--- src/rtl/ntt_ctrl.sv ---
// NTT/INTT address-generation controller.
// Sequences seven butterfly layers over a 256-entry coefficient RAM, issuing one
// butterfly read per cycle and replaying its addresses LAT cycles later as the
// write-back strobe. Coefficient data never passes through this block.
module ntt_ctrl #(
  parameter int unsigned N      = 256,
  parameter int unsigned LAYERS = 7,
  parameter int unsigned LAT    = 5
) (
  input  logic                   i_clk,
  input  logic                   i_rst_n,
  input  logic                   i_start,
  input  logic                   i_intt,
  output logic                   o_busy,
  output logic                   o_done,
  output logic                   o_bfu_intt,
  output logic                   o_rd_en,
  output logic [$clog2(N)-1:0]   o_rd_addr_a,
  output logic [$clog2(N)-1:0]   o_rd_addr_b,
  output logic [$clog2(N)-2:0]   o_zeta_idx,
  output logic                   o_wr_en,
  output logic [$clog2(N)-1:0]   o_wr_addr_a,
  output logic [$clog2(N)-1:0]   o_wr_addr_b
);

  localparam int unsigned AW = $clog2(N);       // coefficient address width
  localparam int unsigned BW = AW - 1;          // butterfly index / zeta width
  localparam int unsigned LW = $clog2(LAYERS);  // layer counter width
  localparam int unsigned SW = LW + 1;          // log2(len) width
  localparam int unsigned DW = $clog2(LAT + 1); // drain counter width

  localparam logic [SW-1:0] ShOne     = SW'(1);
  localparam logic [SW-1:0] ShTop     = SW'(BW);
  localparam logic [AW-1:0] AddrOne   = AW'(1);
  localparam logic [BW-1:0] BfLast    = BW'(N / 2 - 1);
  localparam logic [BW-1:0] HalfM1    = BW'(N / 2 - 1);
  localparam logic [BW-1:0] QuarterN  = BW'(N / 4);
  localparam logic [LW-1:0] LayLast   = LW'(LAYERS - 1);
  localparam logic [DW-1:0] DrainLast = DW'(LAT - 1);

  typedef enum logic [1:0] {StIdle, StIssue, StDrain, StDone} state_e;

  state_e          state_q, state_d;
  logic [BW-1:0]   bfly_q, bfly_d;
  logic [LW-1:0]   layer_q, layer_d;
  logic [DW-1:0]   drain_q, drain_d;
  logic            intt_q, intt_d;
  logic            issue;

  logic [SW-1:0]   sh;     // log2 of the current butterfly span
  logic [AW-1:0]   len;
  logic [BW-1:0]   grp;
  logic [BW-1:0]   off;
  logic [AW-1:0]   addr_a;
  logic [AW-1:0]   addr_b;
  logic [BW-1:0]   zeta;

  logic [LAT-1:0]  wr_vld_q;
  logic [AW-1:0]   wr_a_q [LAT];
  logic [AW-1:0]   wr_b_q [LAT];

  // State, counters and latched direction.
  always_ff @(posedge i_clk or negedge i_rst_n) begin
    if (!i_rst_n) begin
      state_q <= StIdle;
      bfly_q  <= '0;
      layer_q <= '0;
      drain_q <= '0;
      intt_q  <= 1'b0;
    end else begin
      state_q <= state_d;
      bfly_q  <= bfly_d;
      layer_q <= layer_d;
      drain_q <= drain_d;
      intt_q  <= intt_d;
    end
  end

  // Layer/butterfly sequencing; DRAIN lets the last writes land before the next layer reads.
  always_comb begin
    state_d = state_q;
    bfly_d  = bfly_q;
    layer_d = layer_q;
    drain_d = drain_q;
    intt_d  = intt_q;
    issue   = 1'b0;
    unique case (state_q)
      StIdle: begin
        if (i_start) begin
          state_d = StIssue;
          bfly_d  = '0;
          layer_d = '0;
          intt_d  = i_intt;
        end
      end
      StIssue: begin
        issue = 1'b1;
        if (bfly_q == BfLast) begin
          state_d = StDrain;
          drain_d = '0;
        end else begin
          bfly_d = bfly_q + BW'(1);
        end
      end
      StDrain: begin
        if (drain_q == DrainLast) begin
          bfly_d = '0;
          if (layer_q == LayLast) begin
            state_d = StDone;
          end else begin
            state_d = StIssue;
            layer_d = layer_q + LW'(1);
          end
        end else begin
          drain_d = drain_q + DW'(1);
        end
      end
      StDone: state_d = StIdle;
      default: state_d = StIdle;
    endcase
  end

  // Butterfly address and twiddle index for the current issue slot.
  always_comb begin
    sh     = intt_q ? ({1'b0, layer_q} + ShOne) : (ShTop - {1'b0, layer_q});
    len    = AddrOne << sh;
    grp    = bfly_q >> sh;
    off    = bfly_q & BW'(len - AddrOne);
    addr_a = (AW'(grp) << (sh + ShOne)) | AW'(off);
    addr_b = addr_a + len;
    // 127 >> (sh-1) equals 256/len - 1; 64 >> (sh-1) equals 128/len.
    zeta   = intt_q ? ((HalfM1 >> (sh - ShOne)) - grp) : ((QuarterN >> (sh - ShOne)) + grp);
  end

  // Write-back address pipeline mirrors the read-to-writeback latency.
  always_ff @(posedge i_clk or negedge i_rst_n) begin
    if (!i_rst_n) begin
      wr_vld_q <= '0;
      for (int i = 0; i < LAT; i++) begin
        wr_a_q[i] <= '0;
        wr_b_q[i] <= '0;
      end
    end else begin
      wr_vld_q[0] <= issue;
      wr_a_q[0]   <= issue ? addr_a : '0;
      wr_b_q[0]   <= issue ? addr_b : '0;
      for (int i = 1; i < LAT; i++) begin
        wr_vld_q[i] <= wr_vld_q[i-1];
        wr_a_q[i]   <= wr_a_q[i-1];
        wr_b_q[i]   <= wr_b_q[i-1];
      end
    end
  end

  // Output decode; addresses are forced to zero whenever their strobe is low.
  always_comb begin
    o_busy      = (state_q != StIdle);
    o_done      = (state_q == StDone);
    o_bfu_intt  = intt_q;
    o_rd_en     = issue;
    o_rd_addr_a = issue ? addr_a : '0;
    o_rd_addr_b = issue ? addr_b : '0;
    o_zeta_idx  = issue ? zeta : '0;
    o_wr_en     = wr_vld_q[LAT-1];
    o_wr_addr_a = wr_vld_q[LAT-1] ? wr_a_q[LAT-1] : '0;
    o_wr_addr_b = wr_vld_q[LAT-1] ? wr_b_q[LAT-1] : '0;
  end

endmodule
--- config.mk ---
export PLATFORM = sky130hd
export DESIGN_NAME = ntt_ctrl
export DESIGN_NICKNAME = d
export VERILOG_FILES = /design/src/rtl/ntt_ctrl.sv
export SDC_FILE = /design/constraint.sdc
export NUM_CORES = 1
export LEC_CHECK = 0
export CAP_MARGIN = 30
export CORE_ASPECT_RATIO = 1.25
export CORE_MARGIN = 5
export CORE_UTILIZATION = 40
export CTS_CLUSTER_DIAMETER = 200
export DETAILED_ROUTE_END_ITERATION = 8
export PLACE_DENSITY = 0.67
export SYNTH_ARGS = -nofsm -noshare
export SYNTH_HDL_FRONTEND = slang
export SYNTH_SLANG_ARGS = --single-unit
export TNS_END_PERCENT = 100
--- constraint.sdc ---
create_clock -name i_clk -period 5.2 [get_ports i_clk]
set_input_delay 0.78 -clock i_clk [delete_from_list [all_inputs] [get_ports i_clk]]
set_output_delay 0.78 -clock i_clk [all_outputs]
set_load 0.02 [all_outputs]
==> qor.txt, run 1 <==
Antenna violations before repair: 0
Final period util: 96.2%
Sequential-to-total area share from yosys stat: 49.3%
Worst setup SP type: flop
Most frequent cells in the layout: dfrtp_1, buf_4, nor2_1
Finished Cell Area: 0.00646 mm²
Yosys warnings: 0
Mean area per synthesized cell: 10.2 µm²
# port buffers: 47
Die width: 111 µm
Max Clock Freq: 200 MHz
Syn_nets: 539
GP Congestion: 0.959
DP Area: 0.00607 mm²
Routed length per instance: 15.6 µm
Crit path required time: 4.42 ns
Final min period: 5.00 ns
TritonRoute pass-1 iters: 4
Total CTS buffers: 9
DIE HEIGHT: 137 µm
Cell Count Post-Placement: 742
Worst Tran Pin Value: 0.583 ns
Top Family by Delay on Critical Path: compound AO/OA/AOI/OAI gates
Boundary Pins: 48
Congestion Overflow GR: 0
Final hold vios: 0
Iteration-0 DRC Markers: 193
Most used DFF post-synth: dfrtp_1
Worst setup EP type: output port
Peak VDD IR: 0.368 mV
Root buffer cell: clkbuf_16
# Max-Cap Violations: 0
GRT Total Usage: 16.0%
CTS tree: built
Pre-CTS setup slack: 0.00687 ns
Via count: 3939
Core Area: 0.0126 mm²
WL final: 11.9 mm
Max stage delay on crit path: 0.39 ns
Rows: 46
Post-route DRC: 0
FILL cells: 1139
Initial Util: 40.6%
Worst Path Max Fanout: 11
Path type of the worst min-delay path: in -> async
Dpl hpwl: 9.14 mm
Via density per instance: 5.17
Cell Area, Synth: 0.00512 mm²
Buf/Inv on CP: 3
Final net count: 628
Worst Setup SP: layer_q[1]
Die Area: 0.0152 mm²
Final Non-Filler Cells: 762
Setup ws final: 0.199 ns
CP cell instances: buf_4 > ha_1 > nand2b_4 > xor2_4 > buf_4 > mux2_2 > a21o_1 > or2_2 > a32o_1 > ha_1 > nor2b_1 > o21a_1 > o41ai_2 > xnor3_1 > nor2_4 > clkbuf_2
Clock-pin transition on the worst setup and hold timing paths: 0.07 ns
Worst path arrival time: 4.22 ns
Antenna Nets Post-Route: 0
Fin Clk Skew: 0.00555 ns
Setup tns final: 0 ns
Mapped Cells: 500
Outcome: complete, no violations
Final setup violation count: 0
Vias in the first global route: 4010
Final core utilization: 51.2%
RSZ-0062 raised after global routing: yes
Share of layout cells above drive strength 1: 16.5%
Max Root-Sink Buffers: 2
Antenna diode count: 0
CTS sink cnt: 101
Slowest stage cell, crit path: dfrtp_1
Final slew viol count: 0
Area Overhead vs Synth: 26.1%
P_leak: 3.03 nW
Worst setup path category: reg -> out
Worst-Skew Late Latency: 0.34 ns
Synth cell types: 60
CTS H-Tree Depth: 3
Slew headroom: 61.0%
Largest net degree at the start of global routing: 82
Ys async rst share: 100%
Yosys reg bits: 101
Power per cell area: 741 mW/mm²
Post-synth EDFFs: 0
Worst R2R Start: layer_q[1]
Global-route wire length before repair: 19.4 mm
Leading cell type in the layout, fill and taps excluded: dfrtp_1
Hold Buf Count CTS: 0
routing by layer:
metal	share of wire [%]	track usage, %
met5	0	0
met4	3.5	8.65
met3	3.0	2.57
met2	54	29.7
met1	39	17.5
report_power, final:
part	leakage [nW]	switching (W)	internal (W)	total (W)
logic	1.63	0.00156	0.00130	0.00286
registers	1.25	0.000131	0.00112	0.00125
clock network	0.154	0.000275	0.000402	0.000677
cells by family after synthesis:
kind of cell | count (synthesis) | synth area share [%]
xor gates and xnor gates | 18 | 3.71
adders and majority gates | 35 | 8.99
and+or+nand+nor | 177 | 17.1
muxes | 18 | 3.98
DFF | 101 | 49.3
buffers and inverters | 57 | 4.62
AOI/OAI and AO/OA | 94 | 12.2
registers in the layout, indices dropped and copies added, names as in the netlist:
name / count
wr_a_q: 40
wr_b_q: 40
bfly_q: 7
wr_vld_q: 5
drain_q: 3
layer_q: 3
state_q: 2
o_bfu_intt: 1
metrics by stage:
stage / hold slack, ns / total power (W)
finish: 0.321 / 0.00479
global route: 0.338 / 0.00513
CTS: 0.323 / 0.00483
detailed placement: 0.335 / 0.00415
global placement: 0.331 / 0.00409
floorplan: 0.331 / 0.00293
area by class of cell:
cell class,count,area (µm²),area share (%)
sequential,101,2530,39.1
tap,168,210,3.25
clock inverter,4,52.6,0.814
timing repair buffer,100,883,13.7
clock buffer,12,256,3.97
inverter,35,131,2.03
multi-input combinational,342,2400,37.1
synth_stat cells, types with 6 or more instances:
| cell type | instances | area [µm²] |
|---|---|---|
| a211oi_1 | 6 | 45.0 |
| a21oi_1 | 24 | 120 |
| and2_1 | 24 | 150 |
| clkbuf_1 | 15 | 56.3 |
| dfrtp_1 | 101 | 2530 |
| ha_1 | 32 | 400 |
| inv_1 | 33 | 124 |
| mux2i_1 | 11 | 110 |
| nand2_1 | 42 | 158 |
| nand3_1 | 12 | 60.1 |
| nor2_1 | 45 | 169 |
| nor2b_1 | 10 | 62.6 |
| nor3_1 | 11 | 55.1 |
| o21ai_0 | 20 | 100 |
| or2_2 | 7 | 43.8 |
| xnor2_1 | 7 | 61.3 |
| xor2_1 | 9 | 78.8 |
path summary, 6_finish.rpt:
kind | endpoint | cells past startpoint | slack [ns]
min reg2reg | wr_b_q[21] | 0 | 0.34
max | o_rd_addr_b[7] | 16 | 0.20
min in group i_clk | wr_b_q[21] | 0 | 0.34
max reg2reg | wr_b_q[39] | 15 | 1.42
min | wr_a_q[34] | 1 | 0.32
max in group asynchronous | wr_b_q[22] | 3 | 3.99
timing repair:
action / in CTS / in global routing
buffers inserted: 0 / 3
endpoints found under the setup margin: 5 / 8
resized for setup: 10 / 14
hold endpoints to repair: 0 / 0
pin swaps: 0 / 1
(Power assumes the default switching activity.)
==> inputs of run 2 (changes only) <==
Settings changed: CTS_BUF_LIST set to sky130_fd_sc_hd__clkbuf_4 sky130_fd_sc_hd__clkbuf_8.
==> run 2 against run 1 <==
- cell count rose by 0.39%
- first-iteration DRC count rose by 21%
- power fell by 1.9%
- sequential power barely moved
- global-route usage rose by 0.11 points
- die area did not move
- setup slack improved by 0.0016 ns
- fmax barely moved
- clock skew rose by 0.0056 ns
- routed wire length rose by 1.2%
- critical path type unchanged
==> qor.txt, run 2 (synthesis gave the netlist of run 1 again) <==
Setup tns final: 0 ns (unchanged)
Worst setup path category: reg -> out
Crit path required time: 4.42 ns (about the same)
Hold Buf Count CTS: 0 (unchanged)
Final Non-Filler Cells: 765 (+0.39%)
CTS tree: built
Antenna violations before repair: 0 (unchanged)
# port buffers: 47 (unchanged)
Die width: 111 µm (unchanged)
Worst path arrival time: 4.22 ns (about the same)
Leading cell type in the layout, fill and taps excluded: dfrtp_1
P_leak: 3.00 nW (-0.92%)
Core Area: 0.0126 mm² (unchanged)
Slowest stage cell, crit path: dfrtp_1
Iteration-0 DRC Markers: 234 (+21%)
Antenna Nets Post-Route: 0 (unchanged)
Global-route wire length before repair: 19.5 mm (+0.50%)
Final period util: 96.2% (about the same)
Pre-CTS setup slack: 0.00687 ns (unchanged)
Most Crowded Layer GR: met2
GR Util met1: 17.7% (+0.13 points)
Final core utilization: 50.9% (-0.36 points)
Root buffer cell: clkbuf_8
CP cell instances: buf_4 > ha_1 > nand2b_4 > xor2_4 > buf_4 > mux2_2 > a21o_1 > or2_2 > a32o_1 > ha_1 > nor2b_1 > o21a_1 > o41ai_2 > xnor3_1 > nor2_4 > buf_6
Final min period: 5.00 ns (-0.00156 ns)
Antenna diode count: 0 (unchanged)
# Max-Cap Violations: 0 (unchanged)
Initial Util: 40.6% (unchanged)
Max stage delay on crit path: 0.39 ns (about the same)
Area Overhead vs Synth: 25.2%
Clock-pin transition on the worst setup and hold timing paths: 0.10 ns (+0.03 ns)
DIE HEIGHT: 137 µm (unchanged)
GP Congestion: 0.959 (unchanged)
TritonRoute pass-1 iters: 4 (unchanged)
FILL cells: 1161 (+1.9%)
Via count: 3944 (+0.13%)
Most frequent cells in the layout: dfrtp_1, buf_4, nor2_1
Largest net degree at the start of global routing: 82 (unchanged)
Setup ws final: 0.200 ns (+0.00156 ns)
Final net count: 631 (+0.48%)
WL final: 12.0 mm (+1.2%)
Fin Clk Skew: 0.0112 ns (+0.00563 ns)
Dpl hpwl: 9.14 mm (unchanged)
Max Root-Sink Buffers: 2 (unchanged)
Worst-Skew Late Latency: 0.36 ns (+0.02 ns)
Post-route DRC: 0 (unchanged)
Final setup violation count: 0 (unchanged)
Rows: 46 (unchanged)
Total CTS buffers: 9 (unchanged)
Slew headroom: 59.7% (-1.2 points)
RSZ-0062 raised after global routing: yes
GR Layer Usage met3: 3.05% (+0.49 points)
Congestion Overflow GR: 0 (unchanged)
CTS H-Tree Depth: 3 (unchanged)
Largest registers: wr_a_q: 40 flops, wr_b_q: 40 flops, bfly_q: 7 flops
Boundary Pins: 48 (unchanged)
CTS sink cnt: 101 (unchanged)
Worst Path Max Fanout: 7 (-4)
Power per cell area: 732 mW/mm² (-1.2%)
Peak VDD IR: 0.372 mV (+0.97%)
Final hold vios: 0 (unchanged)
Worst Tran Pin Value: 0.602 ns (+0.0189 ns)
Vias in the first global route: 4016 (+0.15%)
Cell Count Post-Placement: 742 (unchanged)
GRT Total Usage: 16.1% (+0.11 points)
Finished Cell Area: 0.00641 mm² (-0.70%)
Met2 GRT Util: 29.9% (+0.23 points)
Share of layout cells above drive strength 1: 18.1% (+1.6 points)
Path type of the worst min-delay path: in -> async
Worst setup SP type: flop
Outcome: complete, no violations
Worst setup EP type: output port
Die Area: 0.0152 mm² (unchanged)
Max Clock Freq: 200 MHz (about the same)
DP Area: 0.00607 mm² (unchanged)
Routed length per instance: 15.7 µm (+0.81%)
Final slew viol count: 0 (unchanged)
Via density per instance: 5.16 (-0.27%)
run 2: cell type report:
class	instances	area [µm²]	share of cell area, %
Inverter	35	131	2.05
Tap cell	168	210	3.28
Timing Repair Buffer	103	911	14.2
Clock inverter	4	52.6	0.819
Multi-Input combinational cell	342	2420	37.8
Clock buffer	12	159	2.48
Sequential cell	101	2530	39.4
run 2: path summary, 6_finish.rpt:
path,start,end,slack (ns),cells after the start
setup / recovery,layer_q[0],o_rd_addr_b[7],0.20,16
hold reg to reg,wr_b_q[29],wr_b_q[21],0.34,0
max in group asynchronous,i_rst_n,wr_b_q[22],4.01,3
setup reg to reg,layer_q[0],wr_b_q[38],1.35,19
min in group i_clk,wr_b_q[29],wr_b_q[21],0.34,0
hold / removal,i_rst_n,wr_a_q[34],0.29,1
run 2: through the flow:
stage,hold slack (ns),power [W]
2_1_floorplan,0.331,0.00293
3_5_place_dp,0.335,0.00415
4_1_cts,0.284,0.00467
6_report,0.289,0.00470
5_1_grt,0.290,0.00504
3_3_place_gp,0.331,0.00409
run 2: per-layer routing:
| layer | up-vias | wire length [µm] |
|---|---|---|
| met5 | - | 0 |
| met4 | 0 | 440 |
| met3 | 38 | 393 |
| met2 | 111 | 6430 |
| met1 | 1903 | 4750 |
| li1 | 1892 | - |
run 2: repair_timing:
action | CTS | global route
endpoints found under the setup margin | 6 | 7
pin swaps | 0 | 5
buffers inserted | 3 | 3
gates resized for setup | 15 | 20
gates cloned | 0 | 0
run 2: worst max-delay path: cells and delay by family, from the launching register on:
kind / cells / cell delay [ns]
muxes: 1 / 0.35
buffers and inverters: 3 / 0.44
and+or+nand+nor: 4 / 0.69
xor gates and xnor gates: 2 / 0.49
adders and majority gates: 2 / 0.50
DFF: 1 / 0.39
AOI/OAI and AO/OA: 4 / 1.00
run 2: power by group:
| part | internal, W | total [W] | switching [W] |
|---|---|---|---|
| registers | 0.00112 | 0.00125 | 0.000131 |
| logic | 0.00134 | 0.00293 | 0.00159 |
| clock network | 0.000257 | 0.000517 | 0.000260 |
| total | 0.00272 | 0.00470 | 0.00198 |
==> inputs of run 3 (changes only) <==
Settings changed: CAP_MARGIN 30 to 20, DONT_BUFFER_PORTS set to 1, PLACE_DENSITY 0.67 to 0.62.
==> run 3 against run 2 <==
- sequential share of layout area rose by 4.4 points
- final area fell by 10%
- fmax rose by 0.21%
- hold slack got worse by 0.19 ns
- critical path depth rose by 1
- sequential power barely moved
==> qor.txt, run 3 (synthesis gave the netlist of run 1 again) <==
Path type of the worst min-delay path: in -> async
Fin Clk Skew: 0.0130 ns (+0.00180 ns)
Pwr Total: 0.00418 W (-11%)
Boundary Pins: 48 (unchanged)
Dpl hpwl: 8.78 mm (-3.9%)
CTS H-Tree Depth: 3 (unchanged)
Worst setup EP type: output port
Antenna Nets Post-Route: 0 (unchanged)
Power per cell area: 724 mW/mm² (-1.1%)
Antenna violations before repair: 0 (unchanged)
Worst setup path category: reg -> out
Congestion Overflow GR: 0 (unchanged)
Final hold vios: 0 (unchanged)
DIE HEIGHT: 137 µm (unchanged)
Largest net degree at the start of global routing: 102 (+24%)
Worst Path Max Fanout: 11 (+4)
Peak VDD IR: 0.312 mV (-16%)
Hold Slack: 0.0977 ns (-0.191 ns)
Final setup violation count: 0 (unchanged)
Slew headroom: 44.2% (-16 points)
Max Clock Freq: 200 MHz (+0.21%)
Routed length per instance: 16.7 µm (+6.4%)
Core Area: 0.0126 mm² (unchanged)
Die Area: 0.0152 mm² (unchanged)
# port buffers: 0 (-100%)
Crit path required time: 4.42 ns (about the same)
Total CTS buffers: 9 (unchanged)
Max Root-Sink Buffers: 2 (unchanged)
Leading cell type in the layout, fill and taps excluded: dfrtp_1
Final net count: 558 (-12%)
GRT Total Usage: 16.2% (+0.041 points)
Most frequent cells in the layout: dfrtp_1, nor2_1, nand2_1
TritonRoute pass-1 iters: 4 (unchanged)
Worst Tran Pin Value: 0.831 ns (+0.229 ns)
Worst setup SP type: flop
Iteration-0 DRC Markers: 169 (-28%)
Outcome: complete, no violations
Worst-Skew Late Latency: 0.36 ns (about the same)
Area Overhead vs Synth: 12.6%
Final core utilization: 45.8% (-5.1 points)
Final period util: 96.0% (-0.20 points)
Final min period: 4.99 ns (-0.0105 ns)
Via count: 3620 (-8.2%)
Post-route DRC: 0 (unchanged)
CTS tree: built
Initial Util: 40.6% (unchanged)
Largest registers: wr_a_q: 40 flops, wr_b_q: 40 flops, bfly_q: 7 flops
Setup tns final: 0 ns (unchanged)
Vias in the first global route: 3820 (-4.9%)
Via density per instance: 5.23 (+1.5%)
Global-route wire length before repair: 19.3 mm (-1.0%)
Register-to-register setup slack: 1.26 ns (-0.09 ns)
Die width: 111 µm (unchanged)
Rows: 46 (unchanged)
Finished Cell Area: 0.00577 mm² (-10%)
Worst path arrival time: 4.21 ns (about the same)
Root buffer cell: clkbuf_8
# Max-Cap Violations: 0 (unchanged)
Share of layout cells above drive strength 1: 14.7% (-3.4 points)
P_leak: 2.67 nW (-11%)
DP Area: 0.00544 mm² (-10%)
Antenna diode count: 0 (unchanged)
RSZ-0062 raised after global routing: yes
WL final: 11.6 mm (-3.7%)
Clock-pin transition on the worst setup and hold timing paths: 0.10 ns (about the same)
Final slew viol count: 0 (unchanged)
CTS sink cnt: 101 (unchanged)
GP Congestion: 0.948 (-1.1%)
run 3: changes by cell type in the layout (fill, tap and decap cells not counted), moves of 2 or more:
cell / previous run / this run
buf_4: 56 / 29
buf_6: 2 / 0
clkdlybuf4s50_1: 39 / 0
dlygate4sd2_1: 3 / 0
nor2_1: 44 / 42
nor2_2: 0 / 2
nor3_2: 2 / 0
run 3: per-stage QoR:
step                      cells  setup WS (ns)
final                       692          0.211
after global routing        692        -0.0788
after CTS                   689         0.0235
after detailed placement    673          0.347
after global placement      673          0.355
after floorplan             500         0.0402
run 3: critical path, cell delays in order, from the launching register on:
cell and delay (ns):
dfrtp_1 0.42, inv_1 0.11, ha_4 0.31, mux2_4 0.20, buf_4 0.20, mux4_2 0.56
o22a_4 0.28, nor2_1 0.11, a21oi_1 0.06, inv_1 0.06, ha_1 0.22, a21o_1 0.18
a21oi_2 0.16, nor2b_1 0.06, o21a_1 0.19, o41ai_2 0.24, xnor3_1 0.30, nor2_4 0.19
run 3: report_power, final:
part,switching (W),internal [W],total [W],leakage [nW]
clock,0.000267,0.000303,0.000570,0.122
combinational,0.00148,0.000858,0.00234,1.30
sequential,0.000146,0.00112,0.00127,1.25
total,0.00190,0.00228,0.00418,2.67
run 3: worst paths after layout:
| path | startpoint | to | cells after the start |
|---|---|---|---|
| worst max-delay path | layer_q[0] | o_rd_addr_b[7] | 17 |
| worst max register to register | layer_q[0] | wr_b_q[39] | 17 |
| worst min register to register | wr_a_q[14] | wr_a_q[6] | 0 |
| worst min-delay path | i_rst_n | bfly_q[0] | 0 |
| max in group asynchronous | i_rst_n | wr_b_q[21] | 0 |
| min in group i_clk | wr_a_q[14] | wr_a_q[6] | 0 |
run 3: timing repair:
action | in CTS | in global routing
pin swaps | 0 | 2
cloned | 0 | 0
buffers inserted | 0 | 3
resized for setup | 2 | 15
setup endpoints to repair | 2 | 4
hold buffers | 0 | 0
run 3: cell type report:
cell class,instances,area [µm²]
Inverter,35,131
Timing Repair Buffer,30,233
Tap cell,168,210
Clock buffer,11,151
Clock inverter,5,88.8
Multi-Input combinational cell,342,2420
Sequential cell,101,2530
Fill cell,1227,6840
run 3: layer usage:
layer	GRT usage (%)	wire (µm)	up-vias
met3	3.45	471	27
met4	6.56	355	0
met2	30.1	6150	82
met1	17.9	4590	1767
met5	0	0	-
li1	-	-	1744
